`src/rtl/ram2p_pkg.sv`:
```
// Shared types and constants for the ram2p two-port byte-lane RAM.
package ram2p_pkg;

    typedef enum logic [0:0] {
        CLEAR = 1'b0,
        READY = 1'b1
    } state_e;

    localparam int RDW_OLD = 0;
    localparam int RDW_NEW = 1;

endpackage

```
`src/rtl/ram2p_lane.sv`:
```
// One byte lane of the ram2p array: synchronous write, asynchronous read.
module ram2p_lane #(
    parameter int AWIDTH = 3,
    parameter int BWIDTH = 8
) (
    input  logic              clk,
    input  logic              we,
    input  logic [AWIDTH-1:0] waddr,
    input  logic [BWIDTH-1:0] wdata,
    input  logic [AWIDTH-1:0] raddr,
    output logic [BWIDTH-1:0] rdata
);

    logic [BWIDTH-1:0] mem_q [2**AWIDTH];

    // Storage is intentionally not reset; clearing is the top level's job.
    always_ff @(posedge clk) begin
        if (we) begin
            mem_q[waddr] <= wdata;
        end
    end

    assign rdata = mem_q[raddr];

endmodule

```
`src/rtl/ram2p.sv`:
```
// Two-port RAM with per-lane write enables, registered read and optional
// post-reset zero sweep (enabled by defining RAM2P_CLEAR_EN).
module ram2p
    import ram2p_pkg::*;
#(
    parameter int DWIDTH   = 16,
    parameter int AWIDTH   = 3,
    parameter int BWIDTH   = 8,
    parameter int RDW_MODE = 0
) (
    input  logic                       clk,
    input  logic                       rst_n,
    input  logic                       we,
    input  logic [AWIDTH-1:0]          waddr,
    input  logic [DWIDTH-1:0]          wdata,
    input  logic [DWIDTH/BWIDTH-1:0]   wbe,
    input  logic                       re,
    input  logic [AWIDTH-1:0]          raddr,
    output logic [DWIDTH-1:0]          rdata,
    output logic                       rvalid,
    output logic                       ready
);

    localparam int NLANES = DWIDTH / BWIDTH;

    state_e              state_q, state_d;
    logic [DWIDTH-1:0]   rdata_q, rdata_d;
    logic                rvalid_q, rvalid_d;
    logic                ready_s, wr_acc_s, rd_acc_s;
    logic [NLANES-1:0]   lane_we_s;
    logic [AWIDTH-1:0]   lane_addr_s;
    logic [DWIDTH-1:0]   lane_wdata_s;
    logic [DWIDTH-1:0]   mem_rd_s;
    logic [DWIDTH-1:0]   fwd_s;

    assign ready_s  = (state_q == READY);
    assign wr_acc_s = we & ready_s;
    assign rd_acc_s = re & ready_s;

`ifdef RAM2P_CLEAR_EN
    localparam logic [AWIDTH-1:0] TOP_ADDR = {AWIDTH{1'b1}};
    logic [AWIDTH-1:0] cnt_q, cnt_d;

    // Next state: leave CLEAR once the top address has been swept.
    always_comb begin
        state_d = state_q;
        case (state_q)
            CLEAR:   state_d = (cnt_q == TOP_ADDR) ? READY : CLEAR;
            READY:   state_d = READY;
            default: state_d = CLEAR;
        endcase
    end

    // Sweep counter parks on the top address instead of wrapping.
    always_comb begin
        cnt_d = cnt_q;
        if ((state_q == CLEAR) && (cnt_q != TOP_ADDR)) begin
            cnt_d = cnt_q + {{(AWIDTH-1){1'b0}}, 1'b1};
        end else begin
            cnt_d = cnt_q;
        end
    end

    // Sweep counter register.
    always_ff @(posedge clk or negedge rst_n) begin
        if (!rst_n) begin
            cnt_q <= {AWIDTH{1'b0}};
        end else begin
            cnt_q <= cnt_d;
        end
    end
`else
    // Next state: no sweep, go straight to READY.
    always_comb begin
        state_d = READY;
    end
`endif

    // Write port mux; rst_n gating keeps reset itself from touching the array.
    always_comb begin
        lane_addr_s  = waddr;
        lane_wdata_s = wdata;
        lane_we_s    = wbe & {NLANES{wr_acc_s & rst_n}};
`ifdef RAM2P_CLEAR_EN
        if (state_q == CLEAR) begin
            lane_addr_s  = cnt_q;
            lane_wdata_s = {DWIDTH{1'b0}};
            lane_we_s    = {NLANES{rst_n}};
        end else begin
            lane_addr_s  = waddr;
        end
`endif
    end

    for (genvar i = 0; i < NLANES; i++) begin : g_lane
        ram2p_lane #(
            .AWIDTH (AWIDTH),
            .BWIDTH (BWIDTH)
        ) u_lane (
            .clk   (clk),
            .we    (lane_we_s[i]),
            .waddr (lane_addr_s),
            .wdata (lane_wdata_s[i*BWIDTH +: BWIDTH]),
            .raddr (raddr),
            .rdata (mem_rd_s[i*BWIDTH +: BWIDTH])
        );
    end

    // Same-address forwarding of freshly written lanes when RDW_MODE is new-data.
    always_comb begin
        fwd_s = mem_rd_s;
        for (int i = 0; i < NLANES; i++) begin
            if ((RDW_MODE == RDW_NEW) && wr_acc_s && wbe[i] && (waddr == raddr)) begin
                fwd_s[i*BWIDTH +: BWIDTH] = wdata[i*BWIDTH +: BWIDTH];
            end else begin
                fwd_s[i*BWIDTH +: BWIDTH] = mem_rd_s[i*BWIDTH +: BWIDTH];
            end
        end
    end

    // Output next values: rdata holds when no read is accepted.
    always_comb begin
        rvalid_d = rd_acc_s;
        if (rd_acc_s) begin
            rdata_d = fwd_s;
        end else begin
            rdata_d = rdata_q;
        end
    end

    // State and output registers.
    always_ff @(posedge clk or negedge rst_n) begin
        if (!rst_n) begin
            state_q  <= CLEAR;
            rdata_q  <= {DWIDTH{1'b0}};
            rvalid_q <= 1'b0;
        end else begin
            state_q  <= state_d;
            rdata_q  <= rdata_d;
            rvalid_q <= rvalid_d;
        end
    end

    assign rdata  = rdata_q;
    assign rvalid = rvalid_q;
    assign ready  = ready_s;

endmodule

```
`config.mk`:
```
export PLATFORM = sky130hd
export DESIGN_NAME = ram2p
export DESIGN_NICKNAME = d
export VERILOG_FILES = /design/src/rtl/ram2p_pkg.sv /design/src/rtl/ram2p_lane.sv /design/src/rtl/ram2p.sv
export SDC_FILE = /design/constraint.sdc
export NUM_CORES = 1
export LEC_CHECK = 0
export ABC_CLOCK_PERIOD_IN_PS = 4300
export BUFFER_PORTS_ARGS = -buffer_cell sky130_fd_sc_hd__buf_2
export CAP_MARGIN = 20
export CELL_PAD_IN_SITES_DETAIL_PLACEMENT = 0
export CELL_PAD_IN_SITES_GLOBAL_PLACEMENT = 2
export CORE_UTILIZATION = 48
export DETAILED_ROUTE_END_ITERATION = 10
export HOLD_SLACK_MARGIN = 0.08
export PLACE_DENSITY_LB_ADDON = 0.2
export SLEW_MARGIN = 20
export SYNTH_ARGS = -nofsm -noshare
export SYNTH_HDL_FRONTEND = slang
export SYNTH_SLANG_ARGS = --single-unit
export TNS_END_PERCENT = 1
```
`constraint.sdc`:
```
create_clock -name clk -period 4.3 [get_ports clk]
set_clock_uncertainty 0.15 [all_clocks]
set_input_delay 0.215 -clock clk [delete_from_list [all_inputs] [get_ports clk]]
set_output_delay 0.215 -clock clk [all_outputs]
set_load 0.01 [all_outputs]
```
Word-level counts from Yosys, hierarchy flattened
Memory sizes are Yosys's and may differ from the RTL's. A register that Yosys moved wholly into a read port is not among the register bits.
Index checks and enable logic that the tools add are counted.
{"block": "word_totals", "regBits": 2, "ramBits": 128, "input_bits": 28, "elab_cells": 14, "n_memories": 2}
{"block": "op_classes", "n_mux": 4, "bitwise_logic": 4, "n_reduce_logical": 2}
{"name": "g_lane[0].u_lane.mem_q", "depth": 8, "word_bits": 8, "rd": 1, "rd_clocked_by_memory_dff": 1, "wr": 1, "line": "ram2p_lane.sv:14", "rtl": "logic [BWIDTH-1:0] mem_q [2**AWIDTH];"}
{"name": "g_lane[1].u_lane.mem_q", "depth": 8, "word_bits": 8, "rd": 1, "rd_clocked_by_memory_dff": 1, "wr": 1, "line": "ram2p_lane.sv:14"}
{"operator": "1-bit two-way mux", "count": 4}
{"operator": "1-bit bitwise AND", "count": 3}
{"operator": "2-bit bitwise AND", "count": 1}
{"operator": "1-bit logical NOT", "count": 2}

Depth between registers and ports, before layout
Gate-level depths: netlist of the first run.
{"block": "depth", "depth_word": 5, "depth_mapped": 5}

Cells and area by module
From an unflattened synthesis of the first run, not the netlist that was laid out.
{"block": "hier_totals", "cells_unflattened": 252, "hier_area_um2": 5776.8}
{"module": "ram2p_lane", "n_inst": 2, "cells_each": 106, "area_per_inst_um2": 2531.2, "seq_area_each_um2": 1921.8}
{"module": "ram2p", "n_inst": 1, "cells_each": 40, "area_per_inst_um2": 714.4, "seq_area_each_um2": 450.4}

Worst setup path after synthesis of the first run
Ideal clock, no wire load.
{"block": "synth_path", "path_kind": "register -> register", "start": "reg state_q, in the netlist ready", "end": "mem g_lane[0].u_lane.mem_q[1][0] (enable)", "setup_ns": 0.383, "arrival_ns": 1.314, "path_slack_ns": 2.453, "path_stages_with_launch": 4, "n_path_buf": 0, "period_less_slack_ns": 1.847, "path_cell_list": "dfrtp_1 and3_1 nand3_1 nor3_1"}
{"block": "synth_between", "elab_chain_cells": 5}
{"element": "start, declared", "line": "ram2p.sv:26", "rtl": "state_e state_q, state_d;"}
{"element": "start signal, assigned", "line": "ram2p.sv:138", "rtl": "state_q <= state_d;"}
{"element": "1-bit bitwise AND", "line": "ram2p.sv:37", "rtl": "assign wr_acc_s = we & ready_s;"}
{"element": "1-bit bitwise AND", "line": "ram2p.sv:83", "rtl": "lane_we_s = wbe & {NLANES{wr_acc_s & rst_n}};"}
{"element": "2-bit bitwise AND", "line": "ram2p.sv:83"}
{"element": "1-bit two-way mux", "line": "ram2p_lane.sv:18", "rtl": "if (we) begin"}
{"element": "1-bit two-way mux (not written as such)", "line": "ram2p_lane.sv:19", "rtl": "mem_q[waddr] <= wdata;"}
{"element": "end, declared", "line": "ram2p_lane.sv:14"}
No other way between the ends.

Worst setup path in the final report of the first run
{"block": "layout_path", "start": "in rst_n", "end": "mem g_lane[0].u_lane.mem_q[4][3] (enable)"}
{"block": "layout_between", "elab_chain_cells": 4}
{"element": "start, declared", "line": "ram2p.sv:12", "rtl": "input logic rst_n,"}
{"element": "1-bit bitwise AND", "line": "ram2p.sv:83"}
{"element": "2-bit bitwise AND", "line": "ram2p.sv:83"}
{"element": "1-bit two-way mux", "line": "ram2p_lane.sv:18"}
{"element": "1-bit two-way mux (not written as such)", "line": "ram2p_lane.sv:19"}
No other way between the ends.

==> impl_results.md, run 1 <==
* Outcome: finished with violations
* Failing checks: DRC
* Sequential power share at 46.3%
* Post-Syn Area at 5740 µm²
* CP endpoint kind: flip-flop
* Clock Path Buffers at 2
* DRC at 8
* Die area at 12400 µm²
* First-pass GRT wire length at 16.7 mm
* TritonCTS buffer count at 17
* CP max FO at 20
* Final cell count without fillers at 549
* Seq/Total Area, Yosys at 74.9%
* Gr usage total at 19.2%
* Core ar. at 11500 µm²
* Die H at 111 µm
* Overflow after GRT at 0
* Via density at 5.41
* Skew-Pair Late Insertion Delay at 410 ps
* Slew @ Worst Pin at 1020 ps
* Hold crit path type: primary input to flip-flop
* Nets at 421
* Largest net degree at the start of global routing at 65
* Area grow syn2layout at 20.5%
* Slew HR at 31.8%
* Minimum hold slack at 119 ps
* Ys flop type: edfxtp_1
* Reg2reg path depth at 3
* Layout cell share with drive strength beyond 1 at 26.1%
* Via count at 2971
* Max Freq at 0.399 GHz
* Final Cycle Share at 58.3%
* Port Buffer Count at 45
* Chip width at 111 µm
* DR WL/cell at 19.8 µm
* Critical Path AT at 2390 ps
* Overall routed net length at 10.9 mm
* Post-route ant nets at 0
* Initial antenna violation count at 0
* Mapped Nets at 351
* Clock share of power at 47.8%
* Initial DRC Count at 187
* Shortest period the worst path allows at 2510 ps
* Critical path class: primary input to flip-flop
* Initial Util at 49.8%
* Sink Count at 146
* Final max-slew violation count at 0
* Worst vdd rail ir drop at 0.321 mV
* Antenna Cells at 0
* Psw at 0.000679 W
* Vias in the first global route at 2994
* Htree depth at 4
* Unrepaired setup endpoints after global routing: no
* Clk pin slew, worst setup/hold paths at 60 ps
* Startpoint types: primary input
* #FFs+latches synth at 146
* PwrDens at 495 nW/µm²
* Max Cap Violations at 0
* Pint at 0.00274 W
* DP Cell Count at 499
* CTS root buffer: clkbuf_16
* Required time worst endpoint at 4180 ps
* GPL Wtd Cong at 0.688
* Post-synth EDFFs at 128
* Hold Crit Depth at 2
* Leakage power figure at 2.52 nW
* CTS tree: built
* Synth cell types at 23
* Yosys warns at 0
* Cells after Synth at 323
* Combinational Power Share at 5.9%
* Cts repair resizes at 0
* Row count at 39
* Ys async rst share at 12.3%
* CP max stage cell: nor2_1
* # IOs at 46
* Syn avg cell area at 17.8 µm²
* Crit path largest cell delay at 780 ps
* First drt pass iteration count at 7
* Placed wire-length estimate at 6.51 mm
* Count of final setup violators at 0
* Switching share of power at 19.9%
* Final hold vios at 0
* CP cell instances: dlygate4sd3_1 > buf_2 > and3_1 > nand2_1 > nor2_1
* Setup TNS at 0 ps
worst max-delay path: cells and delay by family:
| kind | cells | cell delay [ps] |
|---|---|---|
| buffers and inverters | 2 | 1000 |
| and+or+nand+nor | 3 | 1170 |
cells in the mapped netlist (all sizes together), types with 3 or more instances:
cell	instances	area [µm²]
a22o	16	140
buf	9	85.1
clkbuf	7	27.5
dfrtp	18	450
edfxtp	128	3840
mux2	32	360
mux2i	32	320
nand2	21	78.8
nand2b	3	18.8
nor2	13	48.8
nor3	4	20.0
o22ai	16	100
o31ai	16	200
power groups by stage:
stage | combinational (W) | clock (W) | sequential, W
finish | 0.000203 | 0.00163 | 0.00158
global route | 0.000220 | 0.00171 | 0.00159
CTS | 0.000204 | 0.00165 | 0.00158
detailed placement | 0.000192 | 0 | 0.00161
global placement | 0.000190 | 0 | 0.00161
floorplan | 0.000102 | 0 | 0.00162
layout by cell type, fill, tap and decap left out, drive strengths merged, types with 17 or more instances in the layout:
cell type    count
dfrtp           18
edfxtp         128
dlygate4sd3     17
nand2           21
buf             50
mux2            32
clkbuf          18
mux2i           32
area by class of cell:
cell class	count	area (µm²)
inverters	1	3.75
multi-input cells	160	1340
clock buffers	18	429
repair buffers	67	430
clock inverters	14	236
well taps	143	179
flip-flops and latches	146	4290
fillers	872	4600
final timing paths:
| check | from | to | slack [ps] |
|---|---|---|---|
| min in group asynchronous | rst_n | rdata[1] | 180 |
| worst max-delay path | rst_n | g_lane[0].u_lane.mem_q[4][3] | 1790 |
| worst max register to register | ready | g_lane[0].u_lane.mem_q[4][3] | 2300 |
| worst min register to register | rdata[4] | rdata[4] | 320 |
| max in group asynchronous | rst_n | rdata[6] | 3440 |
| worst min-delay path | waddr[1] | g_lane[1].u_lane.mem_q[1][7] | 120 |
per-stage QoR:
| stage | util (%) | setup WS (ps) | instance area [µm²] | total power (W) |
|---|---|---|---|---|
| 6_report | 60.0 | 1790 | 6910 | 0.00342 |
| 5_1_grt | 60.0 | 1680 | 6910 | 0.00352 |
| 4_1_cts | 59.9 | 1600 | 6890 | 0.00344 |
| 3_5_place_dp | 52.6 | 1690 | 6060 | 0.00181 |
| 3_3_place_gp | 52.6 | 1810 | 6060 | 0.00180 |
| 2_1_floorplan | - | 2450 | 5740 | 0.00173 |
kinds of logic (layout without fill, tap and decap cells):
logic type / count (synthesis) / after routing / share of synthesized area, %
buf+inv: 17 / 100 / 2.03
mux: 64 / 64 / 11.9
other cells: 1 / 1 / 0.0654
simple gates: 47 / 47 / 3.51
flops: 146 / 146 / 74.9
compound gates: 48 / 48 / 7.68
registers in the layout (all words and copies together) (netlist names):
signal	cells
rvalid	1
rdata	16
g_lane.u_lane.mem_q	128
ready	1
routing by layer:
layer	track usage (%)	up-vias	part of all wire [%]
li1	-	1411	-
met1	26.2	1486	47
met2	29.0	63	48
met3	4.98	11	3.6
met4	8.56	0	1.3
met5	0	-	0
timing repair:
action	4_1_cts	5_1_grt
buffers inserted	0	0
endpoints found under the hold margin	146	0
hold buffers	17	0
Note: power is estimated with default switching activity, not from simulation.
==> inputs of run 2 (changes only) <==
ABC_CLOCK_PERIOD_IN_PS = 2100   (was 4300)
CORE_UTILIZATION = 40   (was 48)
clock period = 2.1 ns   (was 4.3 ns; I/O delays follow)
==> impl_results.md, run 2 (synthesis results as in run 1) <==
* Area grow syn2layout at 23.1%
* Combinational Power Share at 6.7% (+0.8 points)
* Psw at 0.00135 W (+99%)
* Overall routed net length at 11.5 mm (+5.8%)
* Final max-slew violation count at 0 (unchanged)
* Hold crit path type: primary input to flip-flop
* TritonCTS buffer count at 17 (unchanged)
* Placed wire-length estimate at 7.06 mm (+8.5%)
* Shortest period the worst path allows at 1560 ps
* Worst vdd rail ir drop at 0.549 mV (+71%)
* DR WL/cell at 18.9 µm (-4.6%)
* Clock Path Buffers at 2 (unchanged)
* CP cell instances: and3_1 > nand3_1 > nor3_1 > buf_4
* Startpoint types: flip-flop
* Initial antenna violation count at 0 (unchanged)
* Sequential power share at 50.1% (+3.8 points)
* Most frequent cells in the layout: edfxtp_1, buf_2, mux2i_1
* Post-route ant nets at 0 (unchanged)
* Final Cycle Share at 74.2%
* Initial Util at 41.2% (-8.6 points)
* Layout Utilization at 50.7% (-9.4 points)
* Clock share of power at 43.2% (-4.6 points)
* Max Freq at 0.642 GHz
* Core ar. at 13900 µm² (+21%)
* # fillers at 1182 (+36%)
* Skew-Pair Late Insertion Delay at 420 ps (about the same)
* First-pass GRT wire length at 17.6 mm (+5.2%)
* Gr usage total at 17.2% (-2.0 points)
* Port Buffer Count at 45 (unchanged)
* Reg with most FFs: g_lane.u_lane.mem_q
* Row count at 43 (+10%)
* Switching share of power at 20.9% (+1.1 points)
* Vias in the first global route at 3054 (+2.0%)
* CP max stage cell: dfrtp_1
* Via count at 3057 (+2.9%)
* PwrDens at 916 nW/µm² (+85%)
* DRC at 0 (-8)
* Sink Count at 146 (unchanged)
* Crit path largest cell delay at 390 ps (-390 ps)
* Critical path class: flip-flop to flip-flop
* First drt pass iteration count at 4 (-3)
* Critical Path AT at 1530 ps (-860 ps)
* Unrepaired setup endpoints after global routing: no
* Die H at 122 µm (+9.4%)
* Initial DRC Count at 131 (-30%)
* # IOs at 46 (unchanged)
* Reg2Reg Launch Point: ready
* Max Cap Violations at 0 (unchanged)
* Most common cell after layout, fill and taps aside: edfxtp_1
* CP endpoint kind: flip-flop
* Nets at 444 (+5.5%)
* Count of final setup violators at 0 (unchanged)
* CP max FO at 8 (-60%)
* Required time worst endpoint at 2070 ps (-2110 ps)
* Largest net degree at the start of global routing at 34 (-48%)
* Leakage power figure at 2.61 nW (+3.8%)
* Htree depth at 4 (unchanged)
* Largest register FFs at 128 (unchanged)
* GPL Wtd Cong at 0.742 (+7.8%)
* Clk pin slew, worst setup/hold paths at 60 ps (about the same)
* Die area at 14800 µm² (+20%)
* Setup TNS at 0 ps (unchanged)
* Layout cell share with drive strength beyond 1 at 28.2% (+2.1 points)
* Overflow after GRT at 0 (unchanged)
* Outcome: finished clean
* Antenna Cells at 0 (unchanged)
* Hold path start: waddr[1]
* Cts repair resizes at 0 (unchanged)
* Chip width at 122 µm (+9.4%)
* CTS root buffer: clkbuf_16
* Pint at 0.00512 W (+87%)
* CTS tree: built
* Via density at 5.02 (-7.2%)
* Crit path from: ready
* Final hold vios at 0 (unchanged)
## run 2: cell types whose count changed in the layout (fill, tap and decap cells not counted), sizes merged
| cell | change |
|---|---|
| dlygate4sd3 | +2 |
| clkbuf | -1 |
| clkinv | +8 |
| bufinv | -4 |
| buf | +21 |
| clkinvlp | -3 |
## run 2: area by class of cell
type | instances | area (µm²) | share of cell area (%)
well taps | 180 | 225 | 3.19
repair buffers | 90 | 661 | 9.36
clock buffers | 17 | 425 | 6.02
inverters | 1 | 3.75 | 0.0532
multi-input cells | 160 | 1330 | 18.8
clock inverters | 15 | 124 | 1.75
flip-flops and latches | 146 | 4290 | 60.8
## run 2: what timing repair did
action	4_1_cts	5_1_grt
hold endpoints to repair	162	0
buffers inserted	0	0
hold buffers	19	0
## run 2: metal layers
metal	global-route usage (%)	share of wire [%]
met3	4.21	3.9
met1	22.6	47
met5	0	0
met4	7.79	1.9
met2	26.9	47
## run 2: power groups by stage
stage                     clock network, W  registers [W]  logic, W
after detailed placement                 0        0.00330  0.000413
after CTS                          0.00284        0.00324  0.000441
after global placement                   0        0.00330  0.000408
final                              0.00279        0.00324  0.000435
after global routing               0.00295        0.00325  0.000474
after floorplan                          0        0.00332  0.000209
## run 2: final timing paths
path	depth (start not counted)	to	slack [ps]
max	4	g_lane[1].u_lane.mem_q[1][6]	540
min	3	g_lane[0].u_lane.mem_q[1][3]	110
min reg2reg	2	rdata[2]	330
max in group asynchronous	3	rdata[6]	1140
min in group asynchronous	3	ready	180
max reg2reg	4	g_lane[1].u_lane.mem_q[1][6]	540
## run 2: critical path: cells and delay by family, from the launching register on
family / cells / cell delay (ps)
buffers and inverters: 1 / 220
DFF: 1 / 390
and+or+nand+nor: 3 / 500
## run 2: per-stage QoR
stage	area (µm²)	std cells	setup WS (ps)	hold WS [ps]	total power (W)
after floorplan	5740	323	253	-341	0.00353
after global placement	6320	558	551	-204	0.00371
after detailed placement	6320	558	532	-205	0.00372
after CTS	7060	609	521	95.3	0.00652
after global routing	7060	609	362	118	0.00667
final	7060	609	541	112	0.00647
